`src/rtl/kugelblitz_pkg.sv`:
```
// Shared types and reset constants for the kugelblitz byte-rewrite stream block.
package kugelblitz_pkg;

  localparam int unsigned RULE_OFFSET_W = 16;

  typedef struct packed {
    logic [RULE_OFFSET_W-1:0] offset;
    logic [7:0]               value;
    logic                     enable;
  } rule_t;

  typedef enum logic {
    ST_IDLE  = 1'b0,
    ST_FRAME = 1'b1
  } state_t;

  localparam rule_t  RULE_RESET  = '{offset: '0, value: '0, enable: 1'b0};
  localparam state_t STATE_RESET = ST_IDLE;

  // Width of a rule index bus; a single rule still needs one bit.
  function automatic int unsigned idx_width(input int unsigned n);
    return (n > 1) ? $clog2(n) : 1;
  endfunction

endpackage

```
`src/rtl/kugelblitz_rewrite_if.sv`:
```
// AXI-stream style bundle used between the rewrite logic and the skid/output stage.
interface kugelblitz_rewrite_if #(
  parameter int unsigned DATA_WIDTH = 512,
  parameter int unsigned KEEP_WIDTH = DATA_WIDTH / 8,
  parameter int unsigned USER_WIDTH = 1
);
  logic [DATA_WIDTH-1:0] tdata;
  logic [KEEP_WIDTH-1:0] tkeep;
  logic                  tvalid;
  logic                  tready;
  logic                  tlast;
  logic [USER_WIDTH-1:0] tuser;

  modport master (output tdata, tkeep, tvalid, tlast, tuser, input tready);
  modport slave  (input tdata, tkeep, tvalid, tlast, tuser, output tready);
endinterface

```
`src/rtl/kugelblitz_axis_skid.sv`:
```
// One-entry skid buffer feeding a registered output stage; upstream ready is a flop.
module kugelblitz_axis_skid
  import kugelblitz_pkg::*;
#(
  parameter int unsigned DATA_WIDTH = 512,
  parameter int unsigned KEEP_WIDTH = DATA_WIDTH / 8,
  parameter int unsigned USER_WIDTH = 1
) (
  input logic                  clk,
  input logic                  rst_n,
  kugelblitz_rewrite_if.slave  s,
  kugelblitz_rewrite_if.master m
);

  localparam int unsigned PW = DATA_WIDTH + KEEP_WIDTH + 1 + USER_WIDTH;

  logic [PW-1:0] in_c;
  logic [PW-1:0] out_q;
  logic [PW-1:0] skid_q;
  logic          out_valid;
  logic          skid_valid;
  logic          ready;
  logic          in_fire_c;
  logic          out_free_c;

  assign in_c       = {s.tuser, s.tlast, s.tkeep, s.tdata};
  assign in_fire_c  = s.tvalid & ready;
  assign out_free_c = ~out_valid | m.tready;

  assign s.tready = ready;
  assign m.tvalid = out_valid;
  assign {m.tuser, m.tlast, m.tkeep, m.tdata} = out_q;

  // Ready drops only once the skid slot is occupied, so a beat is never refused
  // while there is room and never lost when the output stalls.
  always_ff @(posedge clk or negedge rst_n) begin
    if (!rst_n) begin
      out_q      <= '0;
      skid_q     <= '0;
      out_valid  <= 1'b0;
      skid_valid <= 1'b0;
      ready      <= 1'b0;
    end else if (out_free_c) begin
      ready <= 1'b1;
      if (skid_valid) begin
        out_q      <= skid_q;
        out_valid  <= 1'b1;
        skid_valid <= 1'b0;
      end else if (in_fire_c) begin
        out_q     <= in_c;
        out_valid <= 1'b1;
      end else begin
        out_valid <= 1'b0;
      end
    end else if (in_fire_c) begin
      skid_q     <= in_c;
      skid_valid <= 1'b1;
      ready      <= 1'b0;
    end else begin
      ready <= ~skid_valid;
    end
  end

endmodule

```
`src/rtl/kugelblitz_rewrite.sv`:
```
// Stream byte-rewrite engine: per-frame rule snapshot, byte overwrite, one-cycle output stage.
// Statistics counters are built only when KUGELBLITZ_REWRITE_STATS_EN is defined.
module kugelblitz_rewrite
  import kugelblitz_pkg::*;
#(
  parameter int unsigned DATA_WIDTH   = 512,
  parameter int unsigned KEEP_WIDTH   = DATA_WIDTH / 8,
  parameter int unsigned USER_WIDTH   = 1,
  parameter int unsigned RULE_COUNT   = 4,
  parameter int unsigned OFFSET_WIDTH = 11,
  parameter int unsigned CNT_WIDTH    = 32
) (
  input  logic                               clk,
  input  logic                               rst_n,
  input  logic [DATA_WIDTH-1:0]              s_axis_tdata,
  input  logic [KEEP_WIDTH-1:0]              s_axis_tkeep,
  input  logic                               s_axis_tvalid,
  output logic                               s_axis_tready,
  input  logic                               s_axis_tlast,
  input  logic [USER_WIDTH-1:0]              s_axis_tuser,
  output logic [DATA_WIDTH-1:0]              m_axis_tdata,
  output logic [KEEP_WIDTH-1:0]              m_axis_tkeep,
  output logic                               m_axis_tvalid,
  input  logic                               m_axis_tready,
  output logic                               m_axis_tlast,
  output logic [USER_WIDTH-1:0]              m_axis_tuser,
  input  logic                               cfg_we,
  input  logic [idx_width(RULE_COUNT)-1:0]   cfg_idx,
  input  logic [OFFSET_WIDTH-1:0]            cfg_offset,
  input  logic [7:0]                         cfg_value,
  input  logic                               cfg_enable,
  output logic [CNT_WIDTH-1:0]               stat_frames,
  output logic [CNT_WIDTH-1:0]               stat_hits
);

  localparam int unsigned IDX_W  = idx_width(RULE_COUNT);
  localparam int unsigned BEAT_W = OFFSET_WIDTH;
  localparam logic [BEAT_W-1:0] BEAT_SAT = '1;

  rule_t             rules     [RULE_COUNT];
  rule_t             active    [RULE_COUNT];
  rule_t             cur_rules [RULE_COUNT];
  state_t            state;
  logic [BEAT_W-1:0] beat_idx;
  logic [BEAT_W-1:0] cur_idx_c;
  logic              frame_hit;
  logic              frame_hit_c;
  logic              beat_hit_c;
  logic              in_fire_c;
  logic [DATA_WIDTH-1:0] rw_data_c;

  kugelblitz_rewrite_if #(
    .DATA_WIDTH(DATA_WIDTH), .KEEP_WIDTH(KEEP_WIDTH), .USER_WIDTH(USER_WIDTH + 1)
  ) rw_if ();

  kugelblitz_rewrite_if #(
    .DATA_WIDTH(DATA_WIDTH), .KEEP_WIDTH(KEEP_WIDTH), .USER_WIDTH(USER_WIDTH + 1)
  ) out_if ();

  // Rule table; indices with no matching entry are silently dropped.
  always_ff @(posedge clk or negedge rst_n) begin
    if (!rst_n) begin
      for (int r = 0; r < RULE_COUNT; r++) rules[r] <= RULE_RESET;
    end else if (cfg_we) begin
      for (int r = 0; r < RULE_COUNT; r++) begin
        if (cfg_idx == IDX_W'(r)) begin
          rules[r] <= '{offset: RULE_OFFSET_W'(cfg_offset), value: cfg_value, enable: cfg_enable};
        end
      end
    end
  end

  assign in_fire_c = s_axis_tvalid & rw_if.tready;

  // A frame's first beat sees the live table (pre-write); later beats use the snapshot.
  always_comb begin
    cur_idx_c = (state == ST_IDLE) ? '0 : beat_idx;
    for (int r = 0; r < RULE_COUNT; r++) begin
      cur_rules[r] = (state == ST_IDLE) ? rules[r] : active[r];
    end
  end

  // Byte replace; iterating high-to-low lets the lowest matching rule win.
  always_comb begin
    rw_data_c  = '0;
    beat_hit_c = 1'b0;
    for (int k = 0; k < KEEP_WIDTH; k++) begin
      if (s_axis_tkeep[k]) begin
        rw_data_c[8*k +: 8] = s_axis_tdata[8*k +: 8];
        if (cur_idx_c != BEAT_SAT) begin
          for (int r = RULE_COUNT - 1; r >= 0; r--) begin
            if (cur_rules[r].enable &&
                (32'(cur_rules[r].offset) == 32'(cur_idx_c) * 32'(KEEP_WIDTH) + 32'(k))) begin
              rw_data_c[8*k +: 8] = cur_rules[r].value;
              beat_hit_c          = 1'b1;
            end
          end
        end
      end
    end
  end

  assign frame_hit_c = frame_hit | beat_hit_c;

  // Frame tracking: state, saturating beat index, rule snapshot and frame hit flag.
  always_ff @(posedge clk or negedge rst_n) begin
    if (!rst_n) begin
      state     <= STATE_RESET;
      beat_idx  <= '0;
      frame_hit <= 1'b0;
      for (int r = 0; r < RULE_COUNT; r++) active[r] <= RULE_RESET;
    end else if (in_fire_c) begin
      if (state == ST_IDLE) begin
        for (int r = 0; r < RULE_COUNT; r++) active[r] <= rules[r];
      end
      if (s_axis_tlast) begin
        state     <= ST_IDLE;
        beat_idx  <= '0;
        frame_hit <= 1'b0;
      end else begin
        state     <= ST_FRAME;
        beat_idx  <= (cur_idx_c == BEAT_SAT) ? cur_idx_c : cur_idx_c + BEAT_W'(1);
        frame_hit <= frame_hit_c;
      end
    end
  end

  // The frame hit flag rides as an extra tuser bit so it reaches the output with tlast.
  assign rw_if.tdata   = rw_data_c;
  assign rw_if.tkeep   = s_axis_tkeep;
  assign rw_if.tvalid  = s_axis_tvalid;
  assign rw_if.tlast   = s_axis_tlast;
  assign rw_if.tuser   = {frame_hit_c, s_axis_tuser};
  assign s_axis_tready = rw_if.tready;

  kugelblitz_axis_skid #(
    .DATA_WIDTH(DATA_WIDTH), .KEEP_WIDTH(KEEP_WIDTH), .USER_WIDTH(USER_WIDTH + 1)
  ) u_skid (
    .clk   (clk),
    .rst_n (rst_n),
    .s     (rw_if.slave),
    .m     (out_if.master)
  );

  assign m_axis_tdata  = out_if.tdata;
  assign m_axis_tkeep  = out_if.tkeep;
  assign m_axis_tvalid = out_if.tvalid;
  assign m_axis_tlast  = out_if.tlast;
  assign m_axis_tuser  = out_if.tuser[USER_WIDTH-1:0];
  assign out_if.tready = m_axis_tready;

`ifdef KUGELBLITZ_REWRITE_STATS_EN
  logic [CNT_WIDTH-1:0] frames_q;
  logic [CNT_WIDTH-1:0] hits_q;

  // Counted at the output handshake of each last beat; both wrap naturally.
  always_ff @(posedge clk or negedge rst_n) begin
    if (!rst_n) begin
      frames_q <= '0;
      hits_q   <= '0;
    end else if (out_if.tvalid && m_axis_tready && out_if.tlast) begin
      frames_q <= frames_q + CNT_WIDTH'(1);
      if (out_if.tuser[USER_WIDTH]) hits_q <= hits_q + CNT_WIDTH'(1);
    end
  end

  assign stat_frames = frames_q;
  assign stat_hits   = hits_q;
`else
  logic stat_unused;
  assign stat_unused = out_if.tuser[USER_WIDTH];
  assign stat_frames = '0;
  assign stat_hits   = '0;
`endif

endmodule

```
`config.mk`:
```
export PLATFORM = sky130hd
export DESIGN_NAME = kugelblitz_rewrite
export DESIGN_NICKNAME = d
export VERILOG_FILES = /design/src/rtl/kugelblitz_pkg.sv /design/src/rtl/kugelblitz_rewrite_if.sv /design/src/rtl/kugelblitz_axis_skid.sv /design/src/rtl/kugelblitz_rewrite.sv
export SDC_FILE = /design/constraint.sdc
export NUM_CORES = 2
export LEC_CHECK = 0
export ABC_AREA = 1
export BUFFER_PORTS_ARGS = -buffer_cell sky130_fd_sc_hd__buf_4
export CORE_ASPECT_RATIO = 0.5
export CORE_UTILIZATION = 30
export DETAILED_ROUTE_END_ITERATION = 7
export PLACE_DENSITY = 0.54
export SYNTH_ARGS = -nofsm -noshare
export SYNTH_HDL_FRONTEND = slang
export SYNTH_SLANG_ARGS = --single-unit
```
`constraint.sdc`:
```
create_clock -name clk -period 4.2 [get_ports clk]
set_clock_uncertainty 0.2 [all_clocks]
set_input_delay 0.21 -clock clk [delete_from_list [all_inputs] [get_ports clk]]
set_output_delay 0.21 -clock clk [all_outputs]
set_load 0.1 [all_outputs]
```
==> results.yml <==
setup_path:
  cp_slowest_stage_delay_ns: 0.49
  path_depth: 20
  critical_path_class: "flip-flop to flip-flop"
  r2r-start: "state"
  worst-path-buf-inv: 5
  path_common_cell: "nand2_1"
  critPathSlowestCell: "dfrtp_4"
  cp.required_ns: 4.74
  crit_start: "state"
  start_kind: "flip-flop"
  crit_family: "simple AND/OR/NAND/NOR gates"
  critical_path.max_fanout: 64
  r2r_cells: 20
  endpoint_kind: "flip-flop"
  crit_arrival_ns: 4.63
  cp_cell_sequence: "buf_12 -> nand2_1 -> inv_1 -> nand2_1 -> nand2_1 -> nor2_1 -> nand2_1 -> nor2_8 -> nand3_4 -> nor2_2 -> buf_4 -> inv_1 -> nand2_1 -> inv_1 -> nand2_1 -> nand2_1 -> nand3_1 -> nand2_1 -> nand2_1 -> nand2_1"
clock_network:
  cts.sinks: 1331
  cts.clk_slew.worst_paths_ns: 0.07
  cts_buffers: 151
  clk_path_buf_depth: 4
  cts_tree: "done"
  htree_levels: 4
  cts_root_buffer: "clkbuf_16"
  clock_latency_ns: 0.88
sta:
  hold_viol_final: 0
  holdWs_ns: 0.0469
  timing.final.crit_share: 0.974
  worst_slew_margin_rel: 0.152
  fmax_mhz: 244
  finalSetupViolCount: 0
  finalWorstSetupSlack_ns: 0.109
  worst_pin_slew_ns: 1.27
  period_needed_ns: 4.09
  final_max_slew_viol_count: 0
floorplanning:
  start_util: 0.303
  core_area_um2: 293000
  row_count: 140
  die_area_um2: 298000
  pin_count: 1249
  die_y_um: 387
  fp.dieW_um: 771
detailed_routing:
  drtIter0Drc: 15500
  dr.pass1.iters: 8
  vias: 106000
  postRouteAntennaNets: 0
  wl_per_cell_um: 26.4
  drc: 8
  routed_via_density: 5.29
  wirelength_um: 533000
power_and_ir_drop:
  p_seq_frac: 0.286
  netSwitchingFraction: 0.531
  p_leak_nw: 62.9
  pwr-share-clk: 0.213
  p_sw_mw: 34.4
  p_per_area_nw_per_um2: 562
  pwr-share-comb: 0.501
  vdd_ir_drop_max_mv: 0.504
  internal_power_mw: 30.4
layout:
  nets: 16700
  layout.cells.non_filler: 20100
  layout-drive-gt1-share: 0.137
  num-fill-cells: 31000
  utilization: 0.394
  syn2layout_area_growth_pct: 29.9
  design_area_um2: 115000
logic_synthesis:
  synth_fa_ha_area_frac: 0.000141
  seq_area_frac_synth: 0.375
  syn_area_per_cell_um2: 6.08
  synth_top_family_by_area: "simple AND/OR/NAND/NOR gates"
  syn_area_um2: 88800
  synth_edf_count: 0
  synth-simple-area-share: 0.481
  async_flop_share: 1.00
  ys.flop_type: "dfrtp_1"
  netlist-cell-type-count: 41
  syn_inst: 14600
  synth.mux.area_fraction: 0.00140
  synth_compound_area_frac: 0.0487
  synth-seq-cells: 1331
  yosys_warnings: 0
  synthXorXnorAreaFrac: 0.000592
grt:
  grt_max_degree: 200
  grt_first_pass_wirelength_um: 735000
  grt_pass1_vias: 95900
  antenna_found_initial: 47
  grt_util_all_layers: 0.343
  overflow: 0
place:
  preCtsSetupSlack_ns: 0.00544
  gp_congestion: 1.03
  placed_cells: 19200
  post-dp-hpwl_um: 379000
  placed_area_um2: 104000
  port-buffer-count: 1184
hold_path:
  hold_class: "input pin to asynchronous set/reset pin"
run:
  maxCapViolations: 0
status:
  violations: "design-rule violations"
  outcome: "finished, violations left"
timing repair:
item,CTS,global route
cloned,0,0
buffers inserted,0,1
setup endpoints to repair,1,40
hold buffers,617,0
pin swaps,0,1
gates resized for setup,1,7
endpoints found under the hold margin,2364,0
final timing paths:
path	to	slack, ns
max in group asynchronous	state	2.88
min reg2reg	u_skid.skid_q[554]	0.27
max reg2reg	u_skid.out_q[394]	0.11
max	u_skid.out_q[394]	0.11
min in group clk	u_skid.skid_q[576]	0.05
min	u_skid.out_q[221]	0.05
stage by stage:
| stage | total power [mW] | setup TNS (ns) |
|---|---|---|
| after CTS | 64.2 | 0 |
| after floorplan | 37.7 | 0 |
| after global placement | 49.7 | -0.0816 |
| final | 64.8 | 0 |
| after global routing | 66.4 | -0.000585 |
| after detailed placement | 49.8 | 0 |
cell usage after synthesis, types with 3 or more instances:
cell,number,share of area
nand2_1,6679,0.28
nor2_1,1666,0.070
nand3_1,1589,0.090
dfrtp_1,1331,0.38
inv_1,958,0.041
clkbuf_1,625,0.026
o21ai_1,434,0.024
o21ai_0,286,0.016
nand4_1,254,0.018
buf_2,158,0.0089
buf_4,92,0.0078
buf_1,91,0.0038
inv_2,82,0.0035
nand3_2,67,0.0076
a31oi_1,66,0.0047
nor2_2,58,0.0041
nor2_4,31,0.0039
a21oi_1,19,0.0011
clkinv_1,19,0.00080
nand2b_1,12,0.00085
nor3_1,12,0.00068
o21ai_2,12,0.0012
mux2_2,11,0.0014
buf_6,8,0.0010
nor3_2,7,0.00079
nand3_4,6,0.0012
o22ai_1,6,0.00042
xor2_1,6,0.00059
or2_2,5,0.00035
nand2_2,4,0.00028
o211ai_1,3,0.00025
per-layer routing:
metal | up-vias | track usage | part of all wire
li1 | 48300 | - | -
met1 | 50400 | 0.457 | 0.40
met2 | 6299 | 0.498 | 0.41
met3 | 1467 | 0.0735 | 0.11
met4 | 12 | 0.227 | 0.080
met5 | - | 0.00227 | 0.00034
power by group through the flow:
| stage | combinational [mW] | sequential (mW) | clock (mW) |
|---|---|---|---|
| 2_1_floorplan | 8.37 | 29.4 | 0 |
| 3_3_place_gp | 31.1 | 18.6 | 0 |
| 3_5_place_dp | 31.2 | 18.7 | 0 |
| 4_1_cts | 31.8 | 18.5 | 14.0 |
| 5_1_grt | 33.2 | 18.8 | 14.4 |
| 6_report | 32.4 | 18.5 | 13.8 |
flip-flops by register name, indices dropped and copies added (netlist names):
name and cells:
active 80, u_skid.m.tvalid 1, u_skid.s.tready 1, state 1, u_skid.out_q 578, u_skid.skid_valid 1, u_skid.skid_q 578, rules 80
beat_idx 11
worst register-to-register path: stages, from the launching register on:
cell	delay, ns
dfrtp_4	0.49
buf_12	0.21
nand2_1	0.23
inv_1	0.11
nand2_1	0.08
nand2_1	0.05
nor2_1	0.08
nand2_1	0.13
nor2_8	0.44
nand3_4	0.47
nor2_2	0.43
buf_4	0.28
inv_1	0.09
nand2_1	0.07
inv_1	0.05
nand2_1	0.12
nand2_1	0.06
nand3_1	0.15
nand2_1	0.08
nand2_1	0.09
nand2_1	0.05
layout make-up:
cell class                 count  area (µm²)  area share
antenna                       30        75.1    0.000651
clock buffer                 197        4120      0.0357
clock inverter                66         692     0.00600
inverter                    1059        4000      0.0347
multi-input combinational  11300       48100       0.417
sequential                  1331       33300       0.289
tap                         3905        4890      0.0424
timing repair buffer        2245       20200       0.175
logic make-up (layout without fill, tap and decap cells):
kind of cell             after synthesis  after routing
AO/OA/AOI/OAI                        829            829
XOR/XNOR                               6              6
adder cells (fa/ha/maj)                1              1
buffers and inverters               2033           3567
flip-flops                          1331           1331
multiplexers                          11             11
other                                  1             94
AND/OR/NAND/NOR                    10400          10400
placed cells by master, fill, tap and decap left out, drive strengths merged, types with 21 or more instances in the layout:
cell type	n
clkbuf	197
dlygate4sd3	616
nand3	1662
clkinv	55
nor3	21
a31oi	66
nor2	1756
nand4	256
o21ai	734
nand2	6683
buf	1629
dfrtp	1331
diode	30
conb	64
inv	1050
Note: power is estimated with default switching activity, not from simulation.
